$ cat src/rtl/task_dispatcher_pkg.sv
// Shared definitions for the task dispatcher and the control register block:
// dispatcher FSM states, control address map bits and AXI response codes.
package task_dispatcher_pkg;

    // Stand-ins for the system-wide configuration values.
    localparam int AXI_DATA_WIDTH             = 32;
    localparam int AXI_ADDR_WIDTH             = 32;
    localparam int NUM_NODES_PROCESSING       = 4;
    localparam int NUM_NODES_PROCESSING_WIDTH = 2;

    localparam int PROG_BIT = 7;
    localparam int BUSY_BIT = 8;
    localparam int NODE_LSB = 2;

    localparam logic [1:0] RESP_OKAY = 2'b00;

    typedef enum logic [2:0] {
        ST_IDLE,
        ST_RD_ADDR,
        ST_RD_DATA,
        ST_PICK,
        ST_WR,
        ST_WR_RESP
    } disp_state_e;

    function automatic logic [AXI_ADDR_WIDTH-1:0] ctrl_busy_addr(input logic [AXI_ADDR_WIDTH-1:0] base);
        return base | (AXI_ADDR_WIDTH'(1) << BUSY_BIT);
    endfunction

    function automatic logic [AXI_ADDR_WIDTH-1:0] ctrl_prog_addr(input logic [AXI_ADDR_WIDTH-1:0] base,
                                                                 input logic [AXI_ADDR_WIDTH-1:0] node);
        return base | (AXI_ADDR_WIDTH'(1) << PROG_BIT) | (node << NODE_LSB);
    endfunction

endpackage

$ cat src/rtl/task_dispatcher_fifo.sv
// Task queue: power-of-two depth FIFO with a registered head word, so the
// oldest entry is always presented from a flop while the queue is non-empty.
module task_fifo #(
    parameter int DEPTH = 8,
    parameter int WIDTH = 32
) (
    input  logic                       clk,
    input  logic                       res_n,
    input  logic                       push_i,
    input  logic [WIDTH-1:0]           push_data_i,
    input  logic                       pop_i,
    output logic [WIDTH-1:0]           head_o,
    output logic                       full_o,
    output logic                       empty_o,
    output logic [$clog2(DEPTH):0]     level_o
);

    localparam int PTR_W = $clog2(DEPTH);
    localparam int LVL_W = PTR_W + 1;

    logic [WIDTH-1:0] mem [DEPTH];
    logic [PTR_W-1:0] wr_ptr_q;
    logic [PTR_W-1:0] rd_ptr_q;
    logic [PTR_W-1:0] rd_ptr_inc;
    logic [LVL_W-1:0] level_q;
    logic [WIDTH-1:0] head_q;
    logic             do_push;
    logic             do_pop;

    assign full_o     = (level_q == LVL_W'(DEPTH));
    assign empty_o    = (level_q == '0);
    assign level_o    = level_q;
    assign head_o     = head_q;
    assign do_push    = push_i && !full_o;
    assign do_pop     = pop_i && !empty_o;
    assign rd_ptr_inc = rd_ptr_q + PTR_W'(1);

    always_ff @(posedge clk) begin
        if (do_push) begin
            mem[wr_ptr_q] <= push_data_i;
        end
    end

    always_ff @(posedge clk or negedge res_n) begin
        if (!res_n) begin
            wr_ptr_q <= '0;
            rd_ptr_q <= '0;
            level_q  <= '0;
            head_q   <= '0;
        end else begin
            if (do_push) begin
                wr_ptr_q <= wr_ptr_q + PTR_W'(1);
            end
            if (do_pop) begin
                rd_ptr_q <= rd_ptr_inc;
            end
            case ({do_push, do_pop})
                2'b10:   level_q <= level_q + LVL_W'(1);
                2'b01:   level_q <= level_q - LVL_W'(1);
                default: level_q <= level_q;
            endcase
            // The incoming word becomes the head when it lands in a queue that is,
            // or is about to become, otherwise empty.
            if (do_push && (empty_o || (level_q == LVL_W'(1) && do_pop))) begin
                head_q <= push_data_i;
            end else if (do_pop) begin
                head_q <= mem[rd_ptr_inc];
            end
        end
    end

endmodule

$ cat src/rtl/task_dispatcher.sv
// Queues program offsets and launches each on the lowest-index idle node by
// polling the busy mask and writing the node's PROG register over AXI-lite.
module task_dispatcher
    import task_dispatcher_pkg::*;
#(
    parameter logic [AXI_ADDR_WIDTH-1:0] CTRL_BASE = 32'h0000_0000,
    parameter int QUEUE_DEPTH = 8,
    parameter int POLL_GAP    = 16,
    parameter int NUM_NODES   = NUM_NODES_PROCESSING,
    parameter int NODE_W      = NUM_NODES_PROCESSING_WIDTH
) (
    input  logic                          clk,
    input  logic                          res_n,
    input  logic                          task_valid,
    input  logic [AXI_DATA_WIDTH-1:0]     task_addr,
    output logic                          task_ready,
    output logic                          task_reject,
    output logic [AXI_ADDR_WIDTH-1:0]     m_axi_awaddr,
    output logic [2:0]                    m_axi_awprot,
    output logic                          m_axi_awvalid,
    input  logic                          m_axi_awready,
    output logic [AXI_DATA_WIDTH-1:0]     m_axi_wdata,
    output logic [AXI_DATA_WIDTH/8-1:0]   m_axi_wstrb,
    output logic                          m_axi_wvalid,
    input  logic                          m_axi_wready,
    input  logic [1:0]                    m_axi_bresp,
    input  logic                          m_axi_bvalid,
    output logic                          m_axi_bready,
    output logic [AXI_ADDR_WIDTH-1:0]     m_axi_araddr,
    output logic [2:0]                    m_axi_arprot,
    output logic                          m_axi_arvalid,
    input  logic                          m_axi_arready,
    input  logic [AXI_DATA_WIDTH-1:0]     m_axi_rdata,
    input  logic [1:0]                    m_axi_rresp,
    input  logic                          m_axi_rvalid,
    output logic                          m_axi_rready,
    output logic [NUM_NODES-1:0]          node_busy,
    output logic [$clog2(QUEUE_DEPTH):0]  queue_level,
    output logic [31:0]                   dispatched,
    output logic                          bus_err
);

    localparam int LVL_W = $clog2(QUEUE_DEPTH) + 1;
    localparam int GAP_W = (POLL_GAP < 1) ? 1 : $clog2(POLL_GAP + 1);

    disp_state_e                  state_q;
    logic [GAP_W-1:0]             gap_q;
    logic [NODE_W-1:0]            node_q;
    logic [NUM_NODES-1:0]         node_busy_q;
    logic [31:0]                  dispatched_q;
    logic                         bus_err_q;
    logic                         reject_q;
    logic                         arvalid_q;
    logic [AXI_ADDR_WIDTH-1:0]    araddr_q;
    logic                         rready_q;
    logic                         awvalid_q;
    logic [AXI_ADDR_WIDTH-1:0]    awaddr_q;
    logic                         wvalid_q;
    logic [AXI_DATA_WIDTH-1:0]    wdata_q;
    logic                         bready_q;

    logic                         fifo_push;
    logic                         fifo_pop;
    logic [AXI_DATA_WIDTH-1:0]    fifo_head;
    logic                         fifo_full;
    logic                         fifo_empty;
    logic [LVL_W-1:0]             fifo_level;
    logic                         pop_leaves_empty;
    logic                         free_found;
    logic [NODE_W-1:0]            free_idx;
    logic                         aw_done;
    logic                         w_done;
    logic                         rdata_unused;

    assign task_ready       = !fifo_full;
    assign fifo_push        = task_valid && task_ready && (task_addr != '0);
    assign fifo_pop         = (state_q == ST_WR_RESP) && m_axi_bvalid && (m_axi_bresp == RESP_OKAY);
    assign pop_leaves_empty = (fifo_level == LVL_W'(1)) && !fifo_push;
    assign aw_done          = !awvalid_q || m_axi_awready;
    assign w_done           = !wvalid_q || m_axi_wready;
    assign rdata_unused     = ^m_axi_rdata;

    task_fifo #(
        .DEPTH (QUEUE_DEPTH),
        .WIDTH (AXI_DATA_WIDTH)
    ) u_fifo (
        .clk         (clk),
        .res_n       (res_n),
        .push_i      (fifo_push),
        .push_data_i (task_addr),
        .pop_i       (fifo_pop),
        .head_o      (fifo_head),
        .full_o      (fifo_full),
        .empty_o     (fifo_empty),
        .level_o     (fifo_level)
    );

    // Descending scan so the lowest idle index wins.
    always_comb begin
        free_found = 1'b0;
        free_idx   = '0;
        for (int i = NUM_NODES - 1; i >= 0; i--) begin
            if (!node_busy_q[i]) begin
                free_found = 1'b1;
                free_idx   = NODE_W'(i);
            end
        end
    end

    always_ff @(posedge clk or negedge res_n) begin
        if (!res_n) begin
            state_q      <= ST_IDLE;
            gap_q        <= '0;
            node_q       <= '0;
            node_busy_q  <= '0;
            dispatched_q <= '0;
            bus_err_q    <= 1'b0;
            reject_q     <= 1'b0;
            arvalid_q    <= 1'b0;
            araddr_q     <= '0;
            rready_q     <= 1'b0;
            awvalid_q    <= 1'b0;
            awaddr_q     <= '0;
            wvalid_q     <= 1'b0;
            wdata_q      <= '0;
            bready_q     <= 1'b0;
        end else begin
            reject_q <= task_valid && task_ready && (task_addr == '0);
            case (state_q)
                ST_IDLE: begin
                    if (!fifo_empty && gap_q == '0) begin
                        araddr_q  <= ctrl_busy_addr(CTRL_BASE);
                        arvalid_q <= 1'b1;
                        state_q   <= ST_RD_ADDR;
                    end else if (gap_q != '0) begin
                        gap_q <= gap_q - GAP_W'(1);
                    end
                end
                ST_RD_ADDR: begin
                    if (m_axi_arready) begin
                        arvalid_q <= 1'b0;
                        rready_q  <= 1'b1;
                        state_q   <= ST_RD_DATA;
                    end
                end
                ST_RD_DATA: begin
                    if (m_axi_rvalid) begin
                        rready_q <= 1'b0;
                        if (m_axi_rresp != RESP_OKAY) begin
                            bus_err_q <= 1'b1;
                            gap_q     <= GAP_W'(POLL_GAP);
                            state_q   <= ST_IDLE;
                        end else begin
                            node_busy_q <= m_axi_rdata[NUM_NODES-1:0];
                            state_q     <= ST_PICK;
                        end
                    end
                end
                ST_PICK: begin
                    if (!free_found) begin
                        gap_q   <= GAP_W'(POLL_GAP);
                        state_q <= ST_IDLE;
                    end else begin
                        node_q    <= free_idx;
                        awaddr_q  <= ctrl_prog_addr(CTRL_BASE, AXI_ADDR_WIDTH'(free_idx));
                        wdata_q   <= fifo_head;
                        awvalid_q <= 1'b1;
                        wvalid_q  <= 1'b1;
                        state_q   <= ST_WR;
                    end
                end
                ST_WR: begin
                    if (m_axi_awready) begin
                        awvalid_q <= 1'b0;
                    end
                    if (m_axi_wready) begin
                        wvalid_q <= 1'b0;
                    end
                    if (aw_done && w_done) begin
                        bready_q <= 1'b1;
                        state_q  <= ST_WR_RESP;
                    end
                end
                ST_WR_RESP: begin
                    if (m_axi_bvalid) begin
                        bready_q <= 1'b0;
                        if (m_axi_bresp == RESP_OKAY) begin
                            dispatched_q        <= dispatched_q + 32'd1;
                            node_busy_q[node_q] <= 1'b1;
                            if (pop_leaves_empty) begin
                                gap_q   <= '0;
                                state_q <= ST_IDLE;
                            end else begin
                                state_q <= ST_PICK;
                            end
                        end else begin
                            // Head stays queued; the launch is retried after the poll gap.
                            bus_err_q <= 1'b1;
                            gap_q     <= GAP_W'(POLL_GAP);
                            state_q   <= ST_IDLE;
                        end
                    end
                end
                default: state_q <= ST_IDLE;
            endcase
        end
    end

    assign task_reject   = reject_q;
    assign m_axi_awaddr  = awaddr_q;
    assign m_axi_awprot  = 3'b000;
    assign m_axi_awvalid = awvalid_q;
    assign m_axi_wdata   = wdata_q;
    assign m_axi_wstrb   = '1;
    assign m_axi_wvalid  = wvalid_q;
    assign m_axi_bready  = bready_q;
    assign m_axi_araddr  = araddr_q;
    assign m_axi_arprot  = 3'b000;
    assign m_axi_arvalid = arvalid_q;
    assign m_axi_rready  = rready_q;
    assign node_busy     = node_busy_q;
    assign queue_level   = fifo_level;
    assign dispatched    = dispatched_q;
    assign bus_err       = bus_err_q;

endmodule

$ cat config.mk
export PLATFORM = sky130hd
export DESIGN_NAME = task_dispatcher
export DESIGN_NICKNAME = d
export VERILOG_FILES = /design/src/rtl/task_dispatcher_pkg.sv /design/src/rtl/task_dispatcher_fifo.sv /design/src/rtl/task_dispatcher.sv
export SDC_FILE = /design/constraint.sdc
export NUM_CORES = 1
export LEC_CHECK = 0
export BUFFER_PORTS_ARGS = -buffer_cell sky130_fd_sc_hd__buf_2
export CAP_MARGIN = 20
export CORE_UTILIZATION = 50
export DETAILED_ROUTE_END_ITERATION = 10
export GPL_TIMING_DRIVEN = 0
export PLACE_DENSITY = 0.71
export SYNTH_ARGS = -nofsm -noshare
export SYNTH_HDL_FRONTEND = slang
export SYNTH_SLANG_ARGS = --single-unit
export TNS_END_PERCENT = 5
$ cat constraint.sdc
create_clock -name clk -period 5.6 [get_ports clk]
set_input_delay 0.28 -clock clk [delete_from_list [all_inputs] [get_ports clk]]
set_output_delay 0.28 -clock clk [all_outputs]
set_load 0.02 [all_outputs]
# After elaboration in Yosys (flattened, before gate mapping)
# Memories as Yosys holds them, arrays and structs flattened.
# Cells that the tools add are included.
[totals]
reg_bits = 131
ramBits = 256
input_bits = 76
out_inout_bits = 154
mem_count = 1
[classes]
n_mux = 58
bitwise_logic = 1
n_eq_ne = 25
magnitude_cmp = 2
n_reduce_logical = 49
add_sub_neg = 6
[mem_list]
columns = ["memory", "depth", "word_bits", "rd", "rd_ports_with_merged_regs", "wr", "line_no", "rtl"]
rows = [
  ["u_fifo.mem", 8, 32, 1, 0, 1, "task_dispatcher_fifo.sv:21", "logic [WIDTH-1:0] mem [DEPTH];"],
]
[ops]
columns = ["operator", "n"]
rows = [
  ["32-bit two-way mux", 2],
  ["5-bit two-way mux", 8],
  ["32-bit by 1-bit adder with 32-bit output (second input constant)", 1],
  ["32-bit logical NOT", 1],
  ["32-bit nonzero test", 1],
  ["2-bit inequality test (second input constant)", 14],
  ["3-bit two-way mux", 7],
  ["1-bit two-way mux", 20],
  ["5-bit case mux with 4 select lines", 1],
  ["3-bit case mux with 6 select lines", 1],
  ["3-bit AND reduction", 6],
  ["4-bit two-way mux", 4],
  ["4-bit case mux with 2 select lines", 2],
  ["2-bit nonzero test", 8],
  ["5-bit AND reduction", 3],
  ["1-bit logical AND", 13],
  ["2-bit two-way mux", 6],
  ["1-bit case mux with 2 select lines", 6],
  ["8-bit AND reduction", 1],
  ["3-bit by 1-bit adder with 3-bit output (second input constant)", 2],
  ["3-bit by 2-bit equality test with 1-bit output (second input constant)", 2],
  ["3-bit equality test (second input constant)", 2],
  ["1-bit logical NOT", 5],
  ["5-bit logical NOT", 1],
  ["other kinds (21)", 24],
]

# Depth between registers and ports, before layout
[depth]
word_depth = 10
mapped_depth = 10
depth_no_buf = 9

# Cells and area by module
# Synthesis repeated with hierarchy kept, for this count alone.
[unflattened]
hier_cells = 1237
hier_area_um2 = 17138.9
[by_module_without_submodules]
columns = ["mod", "cells_each", "area_per_inst_um2", "seq_area_each_um2", "instances"]
rows = [
  ["task_fifo", 805, 12622.1, 8738.4, 1],
  ["task_dispatcher", 432, 4516.8, 2177.1, 1],
]

# Worst setup path after synthesis
# Ideal clock, no wire load.
[synth_path]
path_kind = "reg2reg"
start = "register u_fifo.level_q[0] (netlist: u_fifo.level_o[0])"
end = "memory u_fifo.mem[1][0], enable pin"
period_less_slack_ps = 5276
stages_incl_launch_ff = 7
arrival_ps = 4763
setup_slack_ps = 324
path_buffers = 0
path_cell_list = "dfrtp_1 inv_1 ha_1 nand3b_1 nand2_1 o21bai_4 nor4b_1"
[synth_via]
elab_chain_cells = 7
[synth_rtl]
columns = ["item", "line_no", "rtl"]
rows = [
  ["start: declaration", "task_dispatcher_fifo.sv:25", "logic [LVL_W-1:0] level_q;"],
  ["start signal: assignment", "task_dispatcher_fifo.sv:58", "2'b10: level_q <= level_q + LVL_W'(1);"],
  ["start signal: assignment", "task_dispatcher_fifo.sv:59", "2'b01: level_q <= level_q - LVL_W'(1);"],
  ["start signal: assignment", "task_dispatcher_fifo.sv:60", "default: level_q <= level_q;"],
  ["4-bit equality test *", "task_dispatcher_fifo.sv:30", "assign full_o = (level_q == LVL_W'(DEPTH));"],
  ["1-bit logical NOT *", "task_dispatcher.sv:75", "assign task_ready = !fifo_full;"],
  ["net task_ready", "task_dispatcher.sv:16", "output logic task_ready,"],
  ["1-bit logical AND (2 in a row)", "task_dispatcher.sv:76", "assign fifo_push = task_valid && task_ready && (task_addr != '0);"],
  ["1-bit logical AND *", "task_dispatcher_fifo.sv:34", "assign do_push = push_i && !full_o;"],
  ["1-bit two-way mux *", "task_dispatcher_fifo.sv:39", "if (do_push) begin"],
  ["1-bit two-way mux (implied by the code) *", "task_dispatcher_fifo.sv:40", "mem[wr_ptr_q] <= push_data_i;"],
  ["end: declaration", "task_dispatcher_fifo.sv:21", ""],
]
# The timed path passes the listed nets; every way through them passes the cells marked *.

# Worst setup path after layout
[layout_path]
start = "register u_fifo.level_q[0] (netlist: u_fifo.level_o[0])"
end = "memory u_fifo.mem[2][21], enable pin"
[layout_via]
elab_chain_cells = 7
[layout_rtl]
columns = ["item", "line_no"]
rows = [
  ["4-bit equality test *", "task_dispatcher_fifo.sv:30"],
  ["1-bit logical NOT *", "task_dispatcher_fifo.sv:34, task_dispatcher.sv:75"],
  ["1-bit logical AND (2 in a row)", "task_dispatcher.sv:76"],
  ["1-bit logical AND *", "task_dispatcher_fifo.sv:34"],
  ["1-bit two-way mux *", "task_dispatcher_fifo.sv:39"],
  ["1-bit two-way mux (implied by the code) *", "task_dispatcher_fifo.sv:40"],
]
# Mark *: on every way between the ends. The rest lies on a longest branch, timed or not.

==> key figures <==
Final layout
  – Area Growth Syn to Fin: 19.4%
  – Fillcell total: 2359
  – Post-route cell area: about 0.019 mm2
  – Layout cells sized above 1: 0.310
  – Final #Nets: roughly 1400

Global routing
  – Largest net degree at the start of global routing: 71
  – First-pass GRT wire length: 53900 um
  – GRT Util Overall: 0.216
  – Number of global-route vias before repair: 9381
  – Initial antenna violation count: 2
  – GRT overflow: 0

Flow run
  – Max-Cap Viols: 0

Die
  – Number of top-level pins: 230
  – Die area: roughly 0.033 mm2
  – Die W: around 180 um
  – # rows: 65
  – Initial Util: 0.508
  – Die Y: ~180 um
  – Core area: around 0.031 mm2

Setup path
  – Worst r2r src: u_fifo.level_o[0]$_DFFE_PN0P_
  – Worst reg2reg setup slack: 2.56 ns
  – Crit-path cells: inv_1 -> ha_1 -> nand3b_1 -> nand2_1 -> o21bai_4 -> inv_1 -> nand2_1 -> nor3_2 -> buf_8 -> buf_6
  – Worst path max stage delay: roughly 0.83 ns
  – CP delay by family, top: simple AND/OR/NAND/NOR gates
  – Critical path peak fanout: 10
  – Crit end category: flop
  – WS Path Type: reg2reg
  – Worst Setup Start Kind: flop
  – CP arrival: 3.27 ns
  – Reg2reg end: u_fifo.mem[2][21]$_DFFE_PP_
  – Required time worst endpoint: 5.83 ns
  – WP buf/inv: 4
  – R2R depth: 10
  – Slowest CP cell: nor3_2

STA
  – Final setup skew: ~0.0094 ns
  – Rel. slew slack: 0.284
  – RSZ-0062 raised after global routing: no
  – Fmax achieved: approximately 330 MHz
  – Final slew viol count: 0
  – Final critical-path share of the clock period: 0.542
  – Worst slew pin tran: 1.07 ns
  – Post-layout min period: 3.04 ns
  – Setup Viol. Count Final: 0
  – Min setup slack post-route: 2.56 ns
  – Hold Fails Final Rpt: 0
  – Worst hold slack: ~0.058 ns

Detailed routing
  – TritonRoute pass-1 iters: 5
  – Vias per cell: between 5 and 6
  – DR WL/cell: around 20 um
  – Post-route DRC violation count: 0
  – ANT nets after route: 0
  – Total routed wirelength: 34900 um
  – DR iter-0 viols: around 900
  – Vias: 9531

Clock network
  – Post-CTS setup buffer count: 0
  – CTS root buf: clkbuf_16
  – CTS Buf Count: 40
  – CTS clock-pin slew for the worst setup and hold paths: 0.06 ns
  – Clk sinks: approximately 390
  – Worst skew pair latency: about 0.52 ns
  – CTS resizes: 0
  – CTS tree: yes
  – Htree depth: 2
  – Longest Clk Path Bufs: 3

Status
  – Status: completed

Logic synthesis
  – Top cell type's share of synthesized area: 0.481
  – Post-synth ARST share: 0.335
  – Top_reg_cell synth: edfxtp_1
  – Synth warn: 0
  – Cell with the most instances after synthesis: edfxtp_1
  – Post-synth EDFFs: 256
  – Synth cell count leaders: 256 x edfxtp_1, 129 x dfrtp_1, 81 x nand2_1
  – Post-synthesis sequential area ratio: 0.683
  – Syn_area_per_cell: around 16 um2
  – Ranking of synthesized cells by area: edfxtp_1 48%, dfrtp_1 20%, mux4_2 9.0%, buf_4 3.3%, mux2_2 2.4%
  – Post-synth design cell area: approximately 0.016 mm2
  – FF+latch count, synth: a little under 400
  – Cell count after synthesis: roughly 1000
  – Leading area contributor after synthesis: edfxtp_1
  – Netlist cell types: 49

Placement
  – Placer Congestion: approximately 0.8
  – Placed cell area: ~0.018 mm2
  – Pre-CTS setup slack: 2.53 ns
  – HPWL after DPL: about 23000 um
  – # port buffers: 131

Min path
  – Hold Path Depth: 3
  – Hold Crit Start: task_valid
  – Worst Hold Path EP: task_reject$_DFF_PN0_
  – HP Class: in2reg

Pwr
  – Power per standard cell area: about 480 mW/mm2
  – Leak Pwr: ~0.0074 uW
  – Peak VDD IR: roughly 310 uV
metrics by stage:
step	cells	total power [uW]	utilization	TNS, ns
global route	1736	9630	0.606	0
detailed placement	1656	6710	0.564	0
CTS	1735	9260	0.606	0
finish	1737	9190	0.606	0
floorplan	1094	5820	-	0
global placement	1627	6570	0.553	-260.19
cell families after synthesis:
kind of cell	Yosys count	synth area share
AO/OA/AOI/OAI	112	0.0406
AND/OR/NAND/NOR	224	0.0658
XOR/XNOR	40	0.0219
multiplexers	131	0.135
buffers and inverters	124	0.0469
other	2	0.000470
flip-flops	385	0.683
adder cells (fa/ha/maj)	8	0.00627
per-layer routing:
| metal | track usage | wire, um |
|---|---|---|
| met1 | 0.298 | 15000 |
| met2 | 0.357 | 17000 |
| met3 | 0.0353 | 2230 |
| met4 | 0.0639 | 647 |
| met5 | 0 | 0 |
worst register-to-register path, stage by stage (launching register included):
cell	delay [ns]
dfrtp_1	0.45
inv_1	0.09
ha_1	0.23
nand3b_1	0.10
nand2_1	0.09
o21bai_4	0.25
inv_1	0.15
nand2_1	0.10
nor3_2	0.83
buf_8	0.25
buf_6	0.19
cells in the final DEF (no fill, tap or decap), drive strengths merged, types with 2 or more instances in the layout:
master       count
edfxtp         256
buf            246
dfrtp          129
nand2           81
clkbuf          81
conb            70
nor2            65
mux4            64
a21oi           49
o21ai           40
mux2            34
xnor2           34
mux2i           33
inv             16
nand3           13
clkinv          12
nand4           11
nor4            11
and3             8
ha               8
and2             6
nand2b           6
xor2             6
nor3             6
dlygate4sd3      5
and4             4
o22ai            4
nor2b            3
o41ai            3
a31oi            3
o22a             3
diode            2
nor3b            2
a31o             2
or3              2
bufinv           2
nor4b            2
power by group:
part / internal [uW] / total (uW) / switching [uW]
sequential: 3660 / 3950 / 290
clock: 1500 / 2540 / 1050
combinational: 1190 / 2700 / 1520
total: 6340 / 9190 / 2850
cell type report:
| class | count | area, um2 | area share |
|---|---|---|---|
| antenna | 2 | 5.00 | 0.000262 |
| buffer | 110 | 697 | 0.0365 |
| clock buffer | 57 | 1130 | 0.0590 |
| clock inverter | 17 | 138 | 0.00721 |
| inverter | 14 | 52.6 | 0.00275 |
| multi-input combinational | 585 | 4610 | 0.242 |
| sequential | 385 | 10900 | 0.572 |
| tap | 402 | 503 | 0.0264 |
| timing repair buffer | 165 | 1030 | 0.0540 |
how the worst max path moves through the flow:
| stage | startpoint | endpoint | slack (ns) | depth (start not counted) |
|---|---|---|---|---|
| CTS | u_fifo.level_o[0]$_DFFE_PN0P_ | u_fifo.mem[2][25]$_DFFE_PP_ | 2.56 | 10 |
| floorplan | u_fifo.level_o[0]$_DFFE_PN0P_ | u_fifo.mem[1][0]$_DFFE_PP_ | 0.32 | 6 |
| global route | u_fifo.level_o[0]$_DFFE_PN0P_ | u_fifo.mem[2][16]$_DFFE_PP_ | 2.43 | 10 |
| finish | u_fifo.level_o[0]$_DFFE_PN0P_ | u_fifo.mem[2][21]$_DFFE_PP_ | 2.56 | 10 |
| global placement | u_fifo.level_o[0]$_DFFE_PN0P_ | u_fifo.mem[1][17]$_DFFE_PP_ | -2.52 | 6 |
| detailed placement | task_addr[16] | u_fifo.mem[5][17]$_DFFE_PP_ | 2.53 | 10 |
registers in the layout (all words and copies together), names as in the netlist, 2 cells and up:
signal / flops
state_q: 3
u_fifo.head_o: 32
dispatched: 32
m_axi_wdata: 32
u_fifo.level_o: 4
gap_q: 5
u_fifo.rd_ptr_q: 3
u_fifo.mem: 256
node_busy: 4
u_fifo.wr_ptr_q: 3
m_axi_awaddr: 2
what timing repair did:
item / in CTS / in global routing
hold buffers: 5 / 0
endpoints found under the setup margin: 0 / 0
hold endpoints to repair: 63 / 0
(Power assumes the default switching activity.)
